**config.mk**
```make
export PLATFORM = sky130hd
export DESIGN_NAME = zdet_burst
export DESIGN_NICKNAME = d
export VERILOG_FILES = /design/src/rtl/zdet_pkg.sv /design/src/rtl/zdet_grp.sv /design/src/rtl/zdet_burst.sv
export SDC_FILE = /design/constraint.sdc
export NUM_CORES = 1
export LEC_CHECK = 0
export CAP_MARGIN = 20
export CELL_PAD_IN_SITES_DETAIL_PLACEMENT = 0
export CELL_PAD_IN_SITES_GLOBAL_PLACEMENT = 2
export CORE_ASPECT_RATIO = 0.7
export CORE_MARGIN = 2
export CORE_UTILIZATION = 36
export CTS_BUF_LIST = sky130_fd_sc_hd__clkbuf_16
export DETAILED_ROUTE_END_ITERATION = 12
export DONT_BUFFER_PORTS = 1
export GPL_ROUTABILITY_DRIVEN = 0
export PLACE_DENSITY_LB_ADDON = 0.1
export SKIP_LAST_GASP = 1
export SLEW_MARGIN = 20
export SYNTH_ARGS = -nofsm -noshare
export SYNTH_HDL_FRONTEND = slang
export SYNTH_SLANG_ARGS = --single-unit
```
**constraint.sdc**
```tcl
create_clock -name clk -period 1.7 [get_ports clk]
set_input_delay 0.17 -clock clk [delete_from_list [all_inputs] [get_ports clk]]
set_output_delay 0.17 -clock clk [all_outputs]
set_load 0.005 [all_outputs]
```
**src/rtl/zdet_pkg.sv**
```systemverilog
// Shared constants and helpers for the burst zero/ones detector.
//   ZDET_MODE_*  : detect polarity, sampled per beat
//   ZDET_GRP     : bits reduced by one NOR group
//   zdet_ngrp()  : number of NOR groups for a given data width
package zdet_pkg;
  localparam logic ZDET_MODE_ZERO = 1'b0;
  localparam logic ZDET_MODE_ONES = 1'b1;
  localparam int   ZDET_GRP       = 4;

  function automatic int zdet_ngrp(input int width);
    return width / ZDET_GRP;
  endfunction
endpackage

```
**src/rtl/zdet_grp.sv**
```systemverilog
// Front stage of the detector: mask/invert the beat, reduce it to one
// zero-flag per 4-bit group and tag it with its index inside the burst.
// With PIPE!=0 the group flags, valid, last and index are registered
// (stage 1); with PIPE==0 they pass straight through.
//   clk_i, rst_ni          : clock, async active-low reset
//   clr_i                  : abort; drops the current beat, restarts indexing
//   mode_i, valid_i, last_i: beat qualifiers
//   din_i, mask_i          : beat data and participation mask
//   grp_z_o                : 1 per group whose masked bits are all zero
//   valid_o, last_o, idx_o : beat presented to the accumulator stage
module zdet_grp import zdet_pkg::*; #(
  parameter int WIDTH   = 32,
  parameter int BEATS_W = 4,
  parameter int PIPE    = 1
) (
  input  logic                      clk_i,
  input  logic                      rst_ni,
  input  logic                      clr_i,
  input  logic                      mode_i,
  input  logic                      valid_i,
  input  logic                      last_i,
  input  logic [WIDTH-1:0]          din_i,
  input  logic [WIDTH-1:0]          mask_i,
  output logic [WIDTH/ZDET_GRP-1:0] grp_z_o,
  output logic                      valid_o,
  output logic                      last_o,
  output logic [BEATS_W-1:0]        idx_o
);
  localparam int NG = zdet_ngrp(WIDTH);

  logic [WIDTH-1:0]   x;
  logic [NG-1:0]      grp_z;
  logic               acc;
  logic [BEATS_W-1:0] idx_q, idx_d;

  // Ones-detect is zero-detect on the inverted word; masked-off bits are
  // forced to 0 so they can never cause a mismatch.
  assign x   = ((mode_i == ZDET_MODE_ONES) ? ~din_i : din_i) & mask_i;
  assign acc = valid_i & ~clr_i;

  for (genvar g = 0; g < NG; g++) begin : g_nor
    assign grp_z[g] = ~|x[g*ZDET_GRP +: ZDET_GRP];
  end

  // Beat index wraps naturally modulo 2^BEATS_W.
  always_comb begin
    idx_d = idx_q;
    if (clr_i)        idx_d = '0;
    else if (valid_i) idx_d = last_i ? '0 : idx_q + 1'b1;
  end

  always_ff @(posedge clk_i or negedge rst_ni) begin
    if (!rst_ni) idx_q <= '0;
    else         idx_q <= idx_d;
  end

  if (PIPE != 0) begin : g_pipe
    logic [NG-1:0]      grp_z_q;
    logic               vld_q, last_q;
    logic [BEATS_W-1:0] idx_s_q;

    always_ff @(posedge clk_i or negedge rst_ni) begin
      if (!rst_ni) begin
        grp_z_q <= '0;
        vld_q   <= 1'b0;
        last_q  <= 1'b0;
        idx_s_q <= '0;
      end else begin
        vld_q <= acc;
        if (acc) begin
          grp_z_q <= grp_z;
          last_q  <= last_i;
          idx_s_q <= idx_q;
        end
      end
    end

    assign grp_z_o = grp_z_q;
    assign valid_o = vld_q;
    assign last_o  = last_q;
    assign idx_o   = idx_s_q;
  end else begin : g_comb
    assign grp_z_o = grp_z;
    assign valid_o = acc;
    assign last_o  = last_i;
    assign idx_o   = idx_q;
  end
endmodule

```
**src/rtl/zdet_burst.sv**
```systemverilog
// Burst zero/ones detector. Each beat is reduced to a match flag
// (all masked bits zero, or all one), accumulated over the burst, and on
// the last beat the burst summary is published with a one-cycle q_valid.
//   clk, resetl                 : clock, async active-low reset
//   clr                         : abort in-flight burst, keep held results
//   mode, din_valid, din_last   : beat qualifiers (last needs valid)
//   din, mask                   : beat data and participation mask
//   q_valid                     : result pulse
//   q_all, q_found, q_first     : all matched / some mismatch / first bad beat
//   q_ovf                       : burst longer than 2^BEATS_W beats
module zdet_burst import zdet_pkg::*; #(
  parameter int WIDTH   = 32,
  parameter int BEATS_W = 4,
  parameter int PIPE    = 1
) (
  input  logic               clk,
  input  logic               resetl,
  input  logic               clr,
  input  logic               mode,
  input  logic               din_valid,
  input  logic               din_last,
  input  logic [WIDTH-1:0]   din,
  input  logic [WIDTH-1:0]   mask,
  output logic               q_valid,
  output logic               q_all,
  output logic               q_found,
  output logic [BEATS_W-1:0] q_first,
  output logic               q_ovf
);
  localparam int NG = zdet_ngrp(WIDTH);

  logic [NG-1:0]      s_grp_z;
  logic               s_valid, s_last;
  logic [BEATS_W-1:0] s_idx;

  zdet_grp #(.WIDTH(WIDTH), .BEATS_W(BEATS_W), .PIPE(PIPE)) u_grp (
    .clk_i   (clk),
    .rst_ni  (resetl),
    .clr_i   (clr),
    .mode_i  (mode),
    .valid_i (din_valid),
    .last_i  (din_last),
    .din_i   (din),
    .mask_i  (mask),
    .grp_z_o (s_grp_z),
    .valid_o (s_valid),
    .last_o  (s_last),
    .idx_o   (s_idx)
  );

  logic               nand_g, match;
  logic               all_q, all_d, found_q, found_d, ovf_q, ovf_d;
  logic [BEATS_W-1:0] first_q, first_d, cnt_q, cnt_d;
  logic               vld_q, vld_d, r_all_q, r_all_d, r_found_q, r_found_d, r_ovf_q, r_ovf_d;
  logic [BEATS_W-1:0] r_first_q, r_first_d;
  logic               all_n, found_n;
  logic [BEATS_W-1:0] first_n;

  // NAND of the group flags is high when any group saw a set bit; the
  // final NOR turns that back into the match sense.
  assign nand_g = ~&s_grp_z;
  assign match  = ~nand_g;

  assign all_n   = all_q & match;
  assign found_n = found_q | ~match;
  assign first_n = (~match & ~found_q) ? s_idx : first_q;

  always_comb begin
    all_d     = all_q;
    found_d   = found_q;
    first_d   = first_q;
    cnt_d     = cnt_q;
    ovf_d     = ovf_q;
    vld_d     = 1'b0;
    r_all_d   = r_all_q;
    r_found_d = r_found_q;
    r_first_d = r_first_q;
    r_ovf_d   = r_ovf_q;
    if (clr) begin
      all_d   = 1'b1;
      found_d = 1'b0;
      first_d = '0;
      cnt_d   = '0;
      ovf_d   = 1'b0;
    end else if (s_valid) begin
      if (s_last) begin
        // ovf_q already reflects a wrap by an earlier beat; the last beat's
        // own count step only matters for a burst that would continue.
        vld_d     = 1'b1;
        r_all_d   = all_n;
        r_found_d = found_n;
        r_first_d = first_n;
        r_ovf_d   = ovf_q;
        all_d     = 1'b1;
        found_d   = 1'b0;
        first_d   = '0;
        cnt_d     = '0;
        ovf_d     = 1'b0;
      end else begin
        all_d   = all_n;
        found_d = found_n;
        first_d = first_n;
        cnt_d   = cnt_q + 1'b1;
        ovf_d   = ovf_q | (cnt_q == '1);
      end
    end
  end

  always_ff @(posedge clk or negedge resetl) begin
    if (!resetl) begin
      all_q     <= 1'b1;
      found_q   <= 1'b0;
      first_q   <= '0;
      cnt_q     <= '0;
      ovf_q     <= 1'b0;
      vld_q     <= 1'b0;
      r_all_q   <= 1'b0;
      r_found_q <= 1'b0;
      r_first_q <= '0;
      r_ovf_q   <= 1'b0;
    end else begin
      all_q     <= all_d;
      found_q   <= found_d;
      first_q   <= first_d;
      cnt_q     <= cnt_d;
      ovf_q     <= ovf_d;
      vld_q     <= vld_d;
      r_all_q   <= r_all_d;
      r_found_q <= r_found_d;
      r_first_q <= r_first_d;
      r_ovf_q   <= r_ovf_d;
    end
  end

  assign q_valid = vld_q;
  assign q_all   = r_all_q;
  assign q_found = r_found_q;
  assign q_first = r_first_q;
  assign q_ovf   = r_ovf_q;
endmodule

```
==> summary.txt <==
Synth
  – Number of nets in the synthesized netlist: 293
  – Number of synthesized register bits: 37
  – Distinct cell type count of the synthesized netlist: 37
  – Avg Cell Area, Syn: 9.54 um2
  – Post-synth EDFFs: 0
  – Sequential area share after synthesis: approximately 44%
  – Cell area after technology mapping: approximately 0.0021 mm2
  – Flip-flop cell with the highest count after synthesis: sky130_fd_sc_hd__dfrtp_1
  – Post-Synthesis Cells: 221
  – Post-synthesis async set-or-reset flop share: 100%
  – Count of yosys warnings during synthesis: 0

Pwr
  – Total power divided by cell area: roughly 870 mW/mm2
  – Static leakage: about 0.0010 uW
  – Maximum vdd ir drop: 364 uV

Worst setup path
  – Required time at the worst-slack endpoint: between 1.5 and 2 ns
  – Critical path capture point type: flop
  – Critical path start-end classification: reg -> reg
  – Startpoint class of the critical path: flop
  – CP Max Fanout: 7
  – Worst path arrival time: 1.54 ns

GRT
  – Overall track demand over capacity in global routing: between 15 and 20%
  – Largest net degree at the start of global routing: 38
  – Global-route wire length before repair: about 8 mm
  – Overflow after GRT: 0
  – Vias in the first global route: ~1,700
  – Antenna violations before repair: 0

STA
  – Least-Margin Pin Slew: just under 0.6 ns
  – Worst Clk Skew: 0.00273 ns
  – Peak clock frequency supported by timing: 728 MHz
  – Total Negative Setup Slacks: 0 ns
  – Hold Worst Slack: between 0.015 and 0.02 ns
  – Final Max Tran Viols: 0
  – Number of failing setup endpoints in the final timing report: 0
  – Fin worst setup slack: 0.326 ns
  – Relative max-transition margin: 61.2%
  – Setup repair after global routing missed its margin: false
  – Count of endpoints failing hold in the final timing report: 0
  – Ratio of final minimum period to clock period: 80.8%
  – Final critical path time including I/O delays and setup: 1.37 ns

Layout
  – Share of post-route cells with drive strength above 1: between 6 and 7%
  – Utilization after layout: about 42%
  – Number of fillers in the final layout: 564
  – Post-layout nets: 300
  – Number of antenna repair diodes: 0
  – Syn-to-layout area delta: 12.4%

Routing
  – Vias per cell: 5.57
  – Vias after detailed routing: 1,693
  – Overall routed net length: approximately 4.9 mm
  – WL/cell: between 15 and 20 um
  – Initial DRC count: 60
  – First-pass detailed-route iteration total: 4
  – Post-route DRC: 0
  – Antenna Nets Post-Route: 0

CTS
  – Clock Latency Late Sink: approximately 0.27 ns
  – Buffer count from post-CTS setup fixing: 0
  – Buffers from clock root to sink, at most: 2
  – Clock tree from TritonCTS: done
  – Clock edge transition at the registers on the reported setup and hold paths: 0.05 ns
  – Clk sinks: 37
  – Total of cells resized after clock tree synthesis: 0
  – Root buffer cell: sky130_fd_sc_hd__clkbuf_16
  – Total CTS buffers: 5
  – H-tree level count: 2

Floorplan
  – Initial core utilization: 37.0%
  – Vert. Die Dim: 68.0 um
  – Core area: 0.00570 mm2
  – Total Die Area: 0.00649 mm2
  – Row count: 23
  – Floorplan die width: approximately 95 um
  – Ports placed on the boundary: just under 80

Worst hold path
  – Worst min-delay path class: in -> reg

Placement
  – Estimated wirelength of the detail-placed design: 3.71 mm
  – Pre-CTS setup slack: 0.346 ns
  – Number of buffers added on ports: 0

Run status
  – Result of the run: completed

Run
  – Reported max-cap violation count: 0
## layout by cell type (no fill, tap or decap), types with 5 or more instances in the layout
cell type / n
sky130_fd_sc_hd__nor2_1: 5
sky130_fd_sc_hd__a21oi_1: 5
sky130_fd_sc_hd__o211ai_1: 8
sky130_fd_sc_hd__clkbuf_16: 5
sky130_fd_sc_hd__mux2i_1: 6
sky130_fd_sc_hd__nand4_1: 7
sky130_fd_sc_hd__inv_1: 11
sky130_fd_sc_hd__dfrtp_1: 36
sky130_fd_sc_hd__nand2b_1: 31
sky130_fd_sc_hd__nand2_1: 28
sky130_fd_sc_hd__o2111ai_1: 11
sky130_fd_sc_hd__a22oi_1: 16
sky130_fd_sc_hd__nand3_1: 15
## cell type report
type                    count  area (um2)  share of cell area (%)
clock buffers               5         125                    5.28
clock inverters             3        12.5                   0.528
inverters                  11        41.3                    1.74
multi-input cells         166        1100                    46.3
flip-flops and latches     37         927                    39.1
well taps                  75        93.8                    3.96
repair buffers              7        72.6                    3.06
## flip-flops by register name, summed over array words and instances (netlist names)
register	cells
first_q	4
ovf_q	1
q_found	1
u_grp.last_o	1
all_q	1
q_first	4
q_ovf	1
u_grp.idx_o	4
q_valid	1
q_all	1
u_grp.valid_o	1
u_grp.idx_q	4
cnt_q	4
found_q	1
u_grp.grp_z_o	8
## final timing paths
path	startpoint	to	slack (ns)	cells after the start
worst max-delay path	u_grp.grp_z_o[6]	first_q[0]	0.33	3
worst min-delay path	din_last	u_grp.last_o	0.02	2
worst max register to register	u_grp.grp_z_o[6]	first_q[0]	0.33	3
worst min register to register	ovf_q	ovf_q	0.48	1
max in group asynchronous	resetl	all_q	1.10	2
min in group asynchronous	resetl	q_first[0]	0.35	2
## metal layers
layer  GRT usage (%)  wire (um)  vias up
li1                -          -      834
met1            20.6       2370      812
met2            24.9       2140       45
met3            5.18        314        2
met4            5.00         27        0
met5               0          0        -
## worst max-delay path: stages, from the launching register on
cell                      delay [ns]
sky130_fd_sc_hd__dfrtp_1        0.40
sky130_fd_sc_hd__and4_1         0.28
sky130_fd_sc_hd__a211o_1        0.32
sky130_fd_sc_hd__a32o_1         0.26
## cell families (layout without fill, tap and decap cells)
kind of cell    count (synthesis)  after routing  synth area share [%]
fa+ha+maj                       2              2                  1.19
flops                          37             37                  44.0
mux                             8              8                  3.92
simple gates                   99             99                  25.8
xor+xnor                        1              1                 0.416
buf+inv                        18             26                  3.98
compound gates                 56             56                  20.7
## power breakdown
group	switching, uW	internal [uW]
sequential	52.2	942
combinational	107	101
clock	325	529
total	485	1570
## timing repair
item	CTS	global route
setup endpoints to repair	0	0
endpoints found under the hold margin	42	0
hold buffers	4	0
## metrics by stage
step                      instances  total power, uW  area [um2]
final                           304             2060        2370
after global routing            304             2160        2370
after CTS                       304             2090        2370
after detailed placement        292             1190        2180
after global placement          292             1180        2180
after floorplan                 221             1150        2110
## cells in the mapped netlist, types with 5 or more instances
cell type / count / area share, %
sky130_fd_sc_hd__a21oi_1: 5 / 1.2
sky130_fd_sc_hd__a22oi_1: 16 / 5.7
sky130_fd_sc_hd__dfrtp_1: 36 / 43
sky130_fd_sc_hd__inv_1: 11 / 2.0
sky130_fd_sc_hd__mux2i_1: 6 / 2.8
sky130_fd_sc_hd__nand2_1: 28 / 5.0
sky130_fd_sc_hd__nand2b_1: 31 / 9.2
sky130_fd_sc_hd__nand3_1: 15 / 3.6
sky130_fd_sc_hd__nand4_1: 7 / 2.1
sky130_fd_sc_hd__nor2_1: 5 / 0.89
sky130_fd_sc_hd__o2111ai_1: 11 / 4.6
sky130_fd_sc_hd__o211ai_1: 8 / 2.8
Note: power is estimated with default switching activity, not from simulation.
